**config.mk**
```make
export PLATFORM = sky130hd
export DESIGN_NAME = frame_reader
export DESIGN_NICKNAME = d
export VERILOG_FILES = /design/src/rtl/frame_reader_pkg.sv /design/src/rtl/frame_csum.sv /design/src/rtl/frame_reader.sv
export SDC_FILE = /design/constraint.sdc
export NUM_CORES = 1
export LEC_CHECK = 0
export CAP_MARGIN = 20
export CORE_ASPECT_RATIO = 0.8
export CORE_UTILIZATION = 45
export DETAILED_ROUTE_END_ITERATION = 8
export PLACE_DENSITY = 0.7
export SLEW_MARGIN = 20
export SYNTH_ARGS = -nofsm -noshare
export SYNTH_HDL_FRONTEND = slang
export SYNTH_SLANG_ARGS = --single-unit
```
**constraint.sdc**
```tcl
create_clock -name clk -period 2.9 [get_ports clk]
set_clock_uncertainty 0.1 [all_clocks]
set_input_delay 0.435 -clock clk [delete_from_list [all_inputs] [get_ports clk]]
set_output_delay 0.435 -clock clk [all_outputs]
set_load 0.03 [all_outputs]
```
**src/rtl/frame_reader_pkg.sv**
```systemverilog
// Shared constants and FSM encoding for the frame reader and its checksum helper.
package frame_reader_pkg;

   // Frame geometry of the commutator buffer
   localparam int FRAME_WORDS = 18;
   localparam int WORD_W      = 16;
   localparam int ADR_W       = 5;

   // Read sequencer states
   typedef enum logic [2:0] {
      IDLE    = 3'd0,
      RDREQ   = 3'd1,
      RDWAIT  = 3'd2,
      PRESENT = 3'd3,
      CSUM    = 3'd4
   } state_t;

endpackage

```
**src/rtl/frame_csum.sv**
```systemverilog
// Running modular sum of data words; cleared at frame start, one add per captured word.
// Carry out of the top bit is discarded, so the result wraps mod 2^DW.
module frame_csum
   import frame_reader_pkg::*;
#(
   parameter int DW = WORD_W
) (
   input  logic          clk,
   input  logic          rst,
   input  logic          clr,
   input  logic          add,
   input  logic [DW-1:0] din,
   output logic [DW-1:0] sum
);

   // Accumulator: clear has priority over add
   always_ff @(posedge clk or posedge rst) begin
      if (rst) begin
         sum <= '0;
      end else if (clr) begin
         sum <= '0;
      end else if (add) begin
         sum <= sum + din;
      end
   end

endmodule

```
**src/rtl/frame_reader.sv**
```systemverilog
// Frame reader: on a rising edge of 'full' fetches NWORDS words from the frame RAM,
// streams them over valid/ready and appends the 16-bit wrapping checksum as last beat.
module frame_reader
   import frame_reader_pkg::*;
#(
   parameter int NWORDS = FRAME_WORDS,
   parameter int DW     = WORD_W,
   parameter int AW     = ADR_W,
   parameter int RD_LAT = 1
) (
   input  logic          clk,
   input  logic          rst,
   input  logic          full,
   output logic [AW-1:0] rdAdr,
   output logic          rdEn,
   input  logic [DW-1:0] rdData,
   output logic [DW-1:0] outData,
   output logic          outValid,
   input  logic          outReady,
   output logic          outSof,
   output logic          outEof,
   output logic          busy,
   output logic          frameDone,
   output logic          overrun,
   input  logic          clrOvr
);

   // Last latency count before capture, and last word index of a frame
   localparam logic [1:0]    LAT_LAST = 2'(RD_LAT - 1);
   localparam logic [AW-1:0] LAST_IDX = AW'(NWORDS - 1);

   state_t        state_reg, state_next;
   logic [AW-1:0] idx_reg, idx_next;
   logic [1:0]    lat_reg, lat_next;
   logic          full_d_reg;
   logic [DW-1:0] out_data_reg, out_data_next;
   logic          out_valid_reg, out_valid_next;
   logic          out_sof_reg, out_sof_next;
   logic          out_eof_reg, out_eof_next;
   logic          busy_reg, busy_next;
   logic          done_reg, done_next;
   logic          ovr_reg, ovr_next;

   logic          start;
   logic          accept;
   logic          csum_clr;
   logic          csum_add;
   logic [DW-1:0] sum;

   // Edge detect: a level held high must not retrigger a frame
   assign start  = full & ~full_d_reg;
   assign accept = out_valid_reg & outReady;

   frame_csum #(
      .DW (DW)
   ) u_csum (
      .clk (clk),
      .rst (rst),
      .clr (csum_clr),
      .add (csum_add),
      .din (rdData),
      .sum (sum)
   );

   // FSM state register
   always_ff @(posedge clk or posedge rst) begin
      if (rst) begin
         state_reg <= IDLE;
      end else begin
         state_reg <= state_next;
      end
   end

   // Next-state and next-output logic for the read/present sequence
   always_comb begin
      state_next     = state_reg;
      idx_next       = idx_reg;
      lat_next       = lat_reg;
      out_data_next  = out_data_reg;
      out_valid_next = out_valid_reg;
      out_sof_next   = out_sof_reg;
      out_eof_next   = out_eof_reg;
      busy_next      = busy_reg;
      done_next      = 1'b0;
      ovr_next       = ovr_reg;
      csum_clr       = 1'b0;
      csum_add       = 1'b0;

      case (state_reg)
         IDLE: begin
            // A start coinciding with the frameDone pulse is treated as overrun
            if (start && !done_reg) begin
               state_next = RDREQ;
               idx_next   = '0;
               csum_clr   = 1'b1;
               busy_next  = 1'b1;
            end
         end
         RDREQ: begin
            lat_next   = '0;
            state_next = RDWAIT;
         end
         RDWAIT: begin
            if (lat_reg == LAT_LAST) begin
               out_data_next  = rdData;
               out_valid_next = 1'b1;
               out_sof_next   = (idx_reg == '0);
               csum_add       = 1'b1;
               state_next     = PRESENT;
            end else begin
               lat_next = lat_reg + 2'd1;
            end
         end
         PRESENT: begin
            if (accept) begin
               out_valid_next = 1'b0;
               out_sof_next   = 1'b0;
               if (idx_reg == LAST_IDX) begin
                  // sum already includes the word just accepted
                  out_data_next  = sum;
                  out_valid_next = 1'b1;
                  out_eof_next   = 1'b1;
                  state_next     = CSUM;
               end else begin
                  idx_next   = idx_reg + 1'b1;
                  state_next = RDREQ;
               end
            end
         end
         CSUM: begin
            if (accept) begin
               out_valid_next = 1'b0;
               out_eof_next   = 1'b0;
               busy_next      = 1'b0;
               done_next      = 1'b1;
               state_next     = IDLE;
            end
         end
         default: begin
            state_next = IDLE;
         end
      endcase

      // Overrun is sticky; a new edge while occupied beats a simultaneous clear
      if (start && (busy_reg || done_reg)) begin
         ovr_next = 1'b1;
      end else if (clrOvr) begin
         ovr_next = 1'b0;
      end
   end

   // Datapath and flag registers
   always_ff @(posedge clk or posedge rst) begin
      if (rst) begin
         idx_reg       <= '0;
         lat_reg       <= '0;
         full_d_reg    <= 1'b0;
         out_data_reg  <= '0;
         out_valid_reg <= 1'b0;
         out_sof_reg   <= 1'b0;
         out_eof_reg   <= 1'b0;
         busy_reg      <= 1'b0;
         done_reg      <= 1'b0;
         ovr_reg       <= 1'b0;
      end else begin
         idx_reg       <= idx_next;
         lat_reg       <= lat_next;
         full_d_reg    <= full;
         out_data_reg  <= out_data_next;
         out_valid_reg <= out_valid_next;
         out_sof_reg   <= out_sof_next;
         out_eof_reg   <= out_eof_next;
         busy_reg      <= busy_next;
         done_reg      <= done_next;
         ovr_reg       <= ovr_next;
      end
   end

   // idx only changes right before a read request, so it doubles as the held address
   assign rdAdr     = idx_reg;
   assign rdEn      = (state_reg == RDREQ);
   assign outData   = out_data_reg;
   assign outValid  = out_valid_reg;
   assign outSof    = out_sof_reg;
   assign outEof    = out_eof_reg;
   assign busy      = busy_reg;
   assign frameDone = done_reg;
   assign overrun   = ovr_reg;

endmodule

```
Word-level counts from Yosys, hierarchy flattened
Index checks and enable logic that the tools add are counted.
{ "word_totals": {"in_bits": 21, "output_inout_bits": 28, "elab_cells": 91, "regBits": 49} }
{ "classes": {"n_reduce_logical": 23, "n_addsub": 3, "n_mux": 38, "n_eq_ne": 12, "bitwise": 3} }
{ "op_table": {"columns": ["cell", "count"], "rows": [
  ["$mux 16", 5],
  ["$pmux 16 s2", 1],
  ["$reduce_and 4->1", 5],
  ["$add 16x16->16", 1],
  ["$mux 1", 16],
  ["$mux 3", 5],
  ["$mux 5", 3],
  ["$pmux 3 s5", 1],
  ["$ne 2x2->1 const B", 7],
  ["$reduce_bool 2->1", 7],
  ["$pmux 5 s2", 1],
  ["$eq 3x2->1 const B", 2],
  ["$pmux 1 s2", 3],
  ["$reduce_and 3->1", 2],
  ["$add 5x1->5 const B", 1],
  ["$eq 5x5->1 const B", 1],
  ["$logic_not 5->1", 1],
  ["$pmux 2 s2", 1],
  ["$eq 3x1->1 const B", 1],
  ["$eq 3x3->1 const B", 1],
  ["$logic_not 3->1", 1],
  ["$pmux 1 s3", 1],
  ["$reduce_bool 3->1", 1],
  ["$add 2x1->2 const B", 1],
  ["8 further kinds", 10]
]} }

Logic depth before layout (Yosys ltp)
{ "logic_depth": {"depth_word": 6, "ltp_mapped": 8, "mapped_depth_nobuf": 8} }

Modules after synthesis
A second synthesis with hierarchy kept.
{ "unflattened": {"hier_cells": 315, "hier_area_um2": 3195.6} }
{ "by_module_without_submodules": {"columns": ["mod", "seq_area_each_um2", "area_each_um2", "cells_per_inst", "n_inst"], "rows": [
  ["frame_reader", 825.8, 1800.5, 153, 1],
  ["frame_csum", 400.4, 1395.1, 162, 1]
]} }

Worst setup path before layout
OpenSTA, ideal clock, no wires.
{ "synth_path": {"path_kind": "input to register", "start": "input rdData[0]", "end": "register u_csum.sum[14]", "setup_slack_ns": 0.551, "stages": 8, "required_ns": 2.664, "arrival_time_ns": 2.113, "setup_time_ns": 0.136, "path_buffers": 0, "cell_sequence": "ha_1 fa_1 a211oi_1 o21ai_0 a21oi_1 o21ai_0 xnor2_1 o21ai_0"} }
{ "synth_between": {"elab_chain_cells": 3} }
{ "synth_rtl": {"columns": ["item", "line", "rtl"], "rows": [
  ["start: declaration", "frame_reader.sv:16", "input logic [DW-1:0] rdData,"],
  ["$add 16x16->16", "frame_csum.sv:23", "sum <= sum + din;"],
  ["$mux 16", "frame_csum.sv:22", "end else if (add) begin"],
  ["$mux 16", "frame_csum.sv:20", "end else if (clr) begin"],
  ["end signal: assignment", "frame_csum.sv:23", null],
  ["end: declaration", "frame_csum.sv:13", "output logic [DW-1:0] sum"]
]} }
No other way between the ends. The select of a mux whose other input is x is not followed.
A chain may end at the register's enable or synchronous reset.

Final worst setup path
{ "layout_path": {"start": "input rdData[0]", "end": "register u_csum.sum[12]"} }
The elaborated chain is that of the path after synthesis.

==> results.txt <==
* Worst Max-Slew Pin Slew: 0.769 ns
* Mean number of vias per cell: 5.43
- Number of warnings printed during yosys synthesis: 0
- Sw frac: 45.8%
- In the synthesized netlist the dominant register cell turns out to be sky130_fd_sc_hd__dfrtp_1.
* Fmax achieved: 382 MHz
- Delay of the slowest critical-path stage: 0.44 ns
- Summing the sequential cell areas from Yosys gives 42.9% of the chip area.
* Count of buffers added by post-CTS timing repair for setup: 0
- Layout cell share with drive strength beyond 1: just under 6%
- Entering global routing, the biggest net connects 50 pins.
* Internal power: ~0.0022 W
- After detailed routing, the wire length on met1 is 3230 um.
- IO buf count: 48
* Met2 routed wirelength: 2750 um
* Most frequent cell on the critical path: sky130_fd_sc_hd__o21ai_0
- In this run, flip-flops and latches consume 30.5% of the power.
- RSZ-0062 raised after global routing: no
- TritonCTS built the clock tree.
- Number of primary I/O pins: slightly below 50
* GRT Residual Overflow: 0
- STA classifies the critical path endpoint as a register.
- At the worst endpoint, the arrival time is 2.73 ns.
- Root buffer cell: sky130_fd_sc_hd__clkbuf_8
* # diodes: 0
* Number of flip-flops and latches in the synthesized netlist: 49
* Placer congestion estimate: 0.809
- Slew Limit Fails: 0
- For the worst setup path, the data required time is a little over 3 ns.
- The number of different library cells used by synthesis comes to 43.
* Starting Density: 47.6%
- Synthesis handed over a netlist of 310 instances.
- Final cell count without fillers: between 400 and 500
- The first global-routing pass estimated 10600 um of wire.
* Clock Path Buffers: 2
- Max Used Layer: met4
- Summed over all failing endpoints, the final setup total negative slack is 0 ns.
* Worst IR drop on VDD: 0.480 mV
* Core ar.: ~6000 sq um
- The final route contains 2400 vias.
* Wirelength, routed: between 6000 and 7000 um
- Among cell families on the critical path, the largest total delay comes from compound AO/OA/AOI/OAI gates.
* All-Layer GR Usage: between 20% and 30%
- Crit Path Max Fanout: 4
- Once detail routing completed, the nets flagged for antenna violations numbered 0.
- At the end of the flow, the number of nets in the layout was between 400 and 500.
* Share of the core filled with cells: just under 60%
- Number of enable-type register cells in the synthesized netlist: 0
* Slowest-stage cell, CP: sky130_fd_sc_hd__clkdlybuf4s50_1
- Minimum hold slack: 0.380 ns
- Die H: between 70 and 80 um
* Synthesized area divided by synthesized cell count: 9.21 sq um
- Shortest period the worst path allows: about 2.6 ns
- Power spread over the standard cell area amounts to 1120 nW/um^2.
- Power after layout: roughly 0.0040 W
- First DRT Iteration DRCs: 166
- The die covers approximately 6700 sq um.
* Headroom to the max-slew limit: 48.8%
- After detailed routing, the number of remaining DRC violations is 0.
* Total number of H-tree levels: 2
- Once placement completed, the tool counted placed cells totaling 434.
* Clock latency on the worst-skew pair: approximately 0.30 ns
- The initial antenna violation count is 0.
- In this run, post-CTS repair resized a total of 0 instances.
* Final critical-path share of the clock period: roughly nine tenths
- The run finished with clean final reports.
- In this run, the combinational gates consume 58.3% of the power.
- After legalization and detailed placement, the total HPWL measured 4550 um.
- The area growth from synthesis to layout is 24.4%.
- Traced cell by cell, the critical path runs through clkdlybuf4s50_1, ha_1, fa_1, a211oi_1, o21ai_0, a21oi_1, buf_4, o21ai_0, xnor2_1, o21ai_0.
- Vias in the first global route: 2242
- CP startpoint kind: primary input
- Number of setup violations in the final report: 0
- Num CTS Buffers: 5
- Summing every instance area after synthesis gives 2860 sq um.
- Reg clk slew, reported paths: 0.09 ns
* Critical Setup Path Class: primary input to register
- Summed over all nets, the switching power comes to 0.00183 W.
* Async set-or-reset flop fraction in the synthesized netlist: 100%
- Worst min-delay path category: register to register
* Core Rows: 25
* Buffers & Inverters on Critical Path: 2
* Leakage component of the power: 1.58 nW
- Count of hold buffers inserted by post-cts repair: 0
- Detailed routing placed a total of 310 um of wire on met3.
- Number of iterations in the first detailed-routing pass: 4
- Counting every net in the synthesized netlist gives 351.
- Hold Fails Final Rpt: 0
* Total of max-cap violations: 0
* Num Clock Sinks: between 40 and 50
- Detail-routed net length per standard cell: 14.4 um
- Die boundary width: roughly 91 um
- The clock network burns 11.2% of the power.
## cells by family after synthesis
kind of cell / share of synthesized area, %
and+or+nand+nor: 15.8
xor gates and xnor gates: 4.29
buffers and inverters: 2.80
DFF: 42.9
adders and majority gates: 9.02
muxes: 6.31
AOI/OAI and AO/OA: 18.9
## synthesized netlist by cell type (all sizes together) (4+ instances only)
| cell | count | share of area, % |
|---|---|---|
| nand2 | 55 | 7.2 |
| xnor2 | 7 | 2.1 |
| clkbuf | 7 | 0.92 |
| o21ai | 48 | 8.4 |
| xor2 | 7 | 2.1 |
| a21oi | 15 | 3.0 |
| dfrtp | 49 | 43 |
| nand2b | 5 | 1.1 |
| nor2 | 10 | 1.3 |
| o22ai | 5 | 1.1 |
| mux2i | 18 | 6.3 |
| ha | 19 | 8.3 |
| nand3 | 7 | 1.2 |
| inv | 9 | 1.2 |
| buf | 4 | 0.70 |
| nor3 | 8 | 1.8 |
## area by class of cell
cell class / count / area [sq um]
Clock buffer: 7 / 96.3
Multi-Input combinational cell: 241 / 1560
Inverter: 9 / 33.8
Timing Repair Buffer: 54 / 526
Sequential cell: 49 / 1230
Tap cell: 81 / 101
Fill cell: 540 / 2450
Clock inverter: 1 / 5.00
## power by group through the flow
stage / Clock [W] / Combinational, W / Sequential, W
2_1_floorplan: 0 / 0.00139 / 0.00144
3_3_place_gp: 0 / 0.00226 / 0.00121
3_5_place_dp: 0 / 0.00230 / 0.00123
4_1_cts: 0.000461 / 0.00232 / 0.00121
5_1_grt: 0.000486 / 0.00258 / 0.00126
6_report: 0.000448 / 0.00233 / 0.00122
## per-layer routing
metal  track usage [%]  vias to the layer above
met1              29.7                     1118
met3              3.62                        8
met2              30.9                       66
li1                  -                     1208
met4              6.53                        0
met5                 0                        -
## worst paths after layout
check / from / slack [ns] / to / depth (start not counted)
max: rdData[0] / 0.28 / u_csum.sum[12] / 10
min reg2reg: outData[10] / 0.38 / outData[10] / 2
min in group asynchronous: rst / 0.51 / rdAdr[4] / 3
min: outData[10] / 0.38 / outData[10] / 2
max reg2reg: u_csum.sum[0] / 0.46 / u_csum.sum[12] / 9
max in group asynchronous: rst / 1.74 / lat_reg[0] / 3
## worst min-delay path: stages (launching register included)
cell                      delay, ns
sky130_fd_sc_hd__dfrtp_1       0.35
sky130_fd_sc_hd__nand2_1       0.04
sky130_fd_sc_hd__o21ai_0       0.06
## layout by cell type (no fill, tap or decap), types with 3 or more instances in the layout
cell type / synthesis / routed
sky130_fd_sc_hd__nand2_1: 55 / 55
sky130_fd_sc_hd__dfrtp_1: 49 / 49
sky130_fd_sc_hd__o21ai_0: 48 / 48
sky130_fd_sc_hd__clkdlybuf4s50_1: 0 / 48
sky130_fd_sc_hd__ha_1: 19 / 19
sky130_fd_sc_hd__mux2i_1: 18 / 18
sky130_fd_sc_hd__a21oi_1: 14 / 14
sky130_fd_sc_hd__nor2_1: 10 / 10
sky130_fd_sc_hd__inv_1: 9 / 8
sky130_fd_sc_hd__nand3_1: 7 / 7
sky130_fd_sc_hd__xor2_1: 7 / 7
sky130_fd_sc_hd__xnor2_1: 7 / 7
sky130_fd_sc_hd__clkbuf_8: 0 / 7
sky130_fd_sc_hd__nor3_1: 6 / 6
sky130_fd_sc_hd__buf_4: 1 / 6
sky130_fd_sc_hd__nand2b_1: 5 / 5
sky130_fd_sc_hd__o22ai_1: 5 / 4
sky130_fd_sc_hd__o31ai_1: 3 / 3
sky130_fd_sc_hd__nand4_1: 3 / 3
sky130_fd_sc_hd__a31oi_1: 3 / 3
sky130_fd_sc_hd__o211ai_1: 3 / 3
## stage by stage
| stage | cell area, sq um | setup slack [ns] |
|---|---|---|
| floorplan | 2860 | 0.551 |
| global placement | 3440 | 0.00363 |
| detailed placement | 3440 | -0.0214 |
| CTS | 3540 | 0.299 |
| global route | 3550 | 0.100 |
| finish | 3550 | 0.283 |
Note: power is estimated with default switching activity, not from simulation.
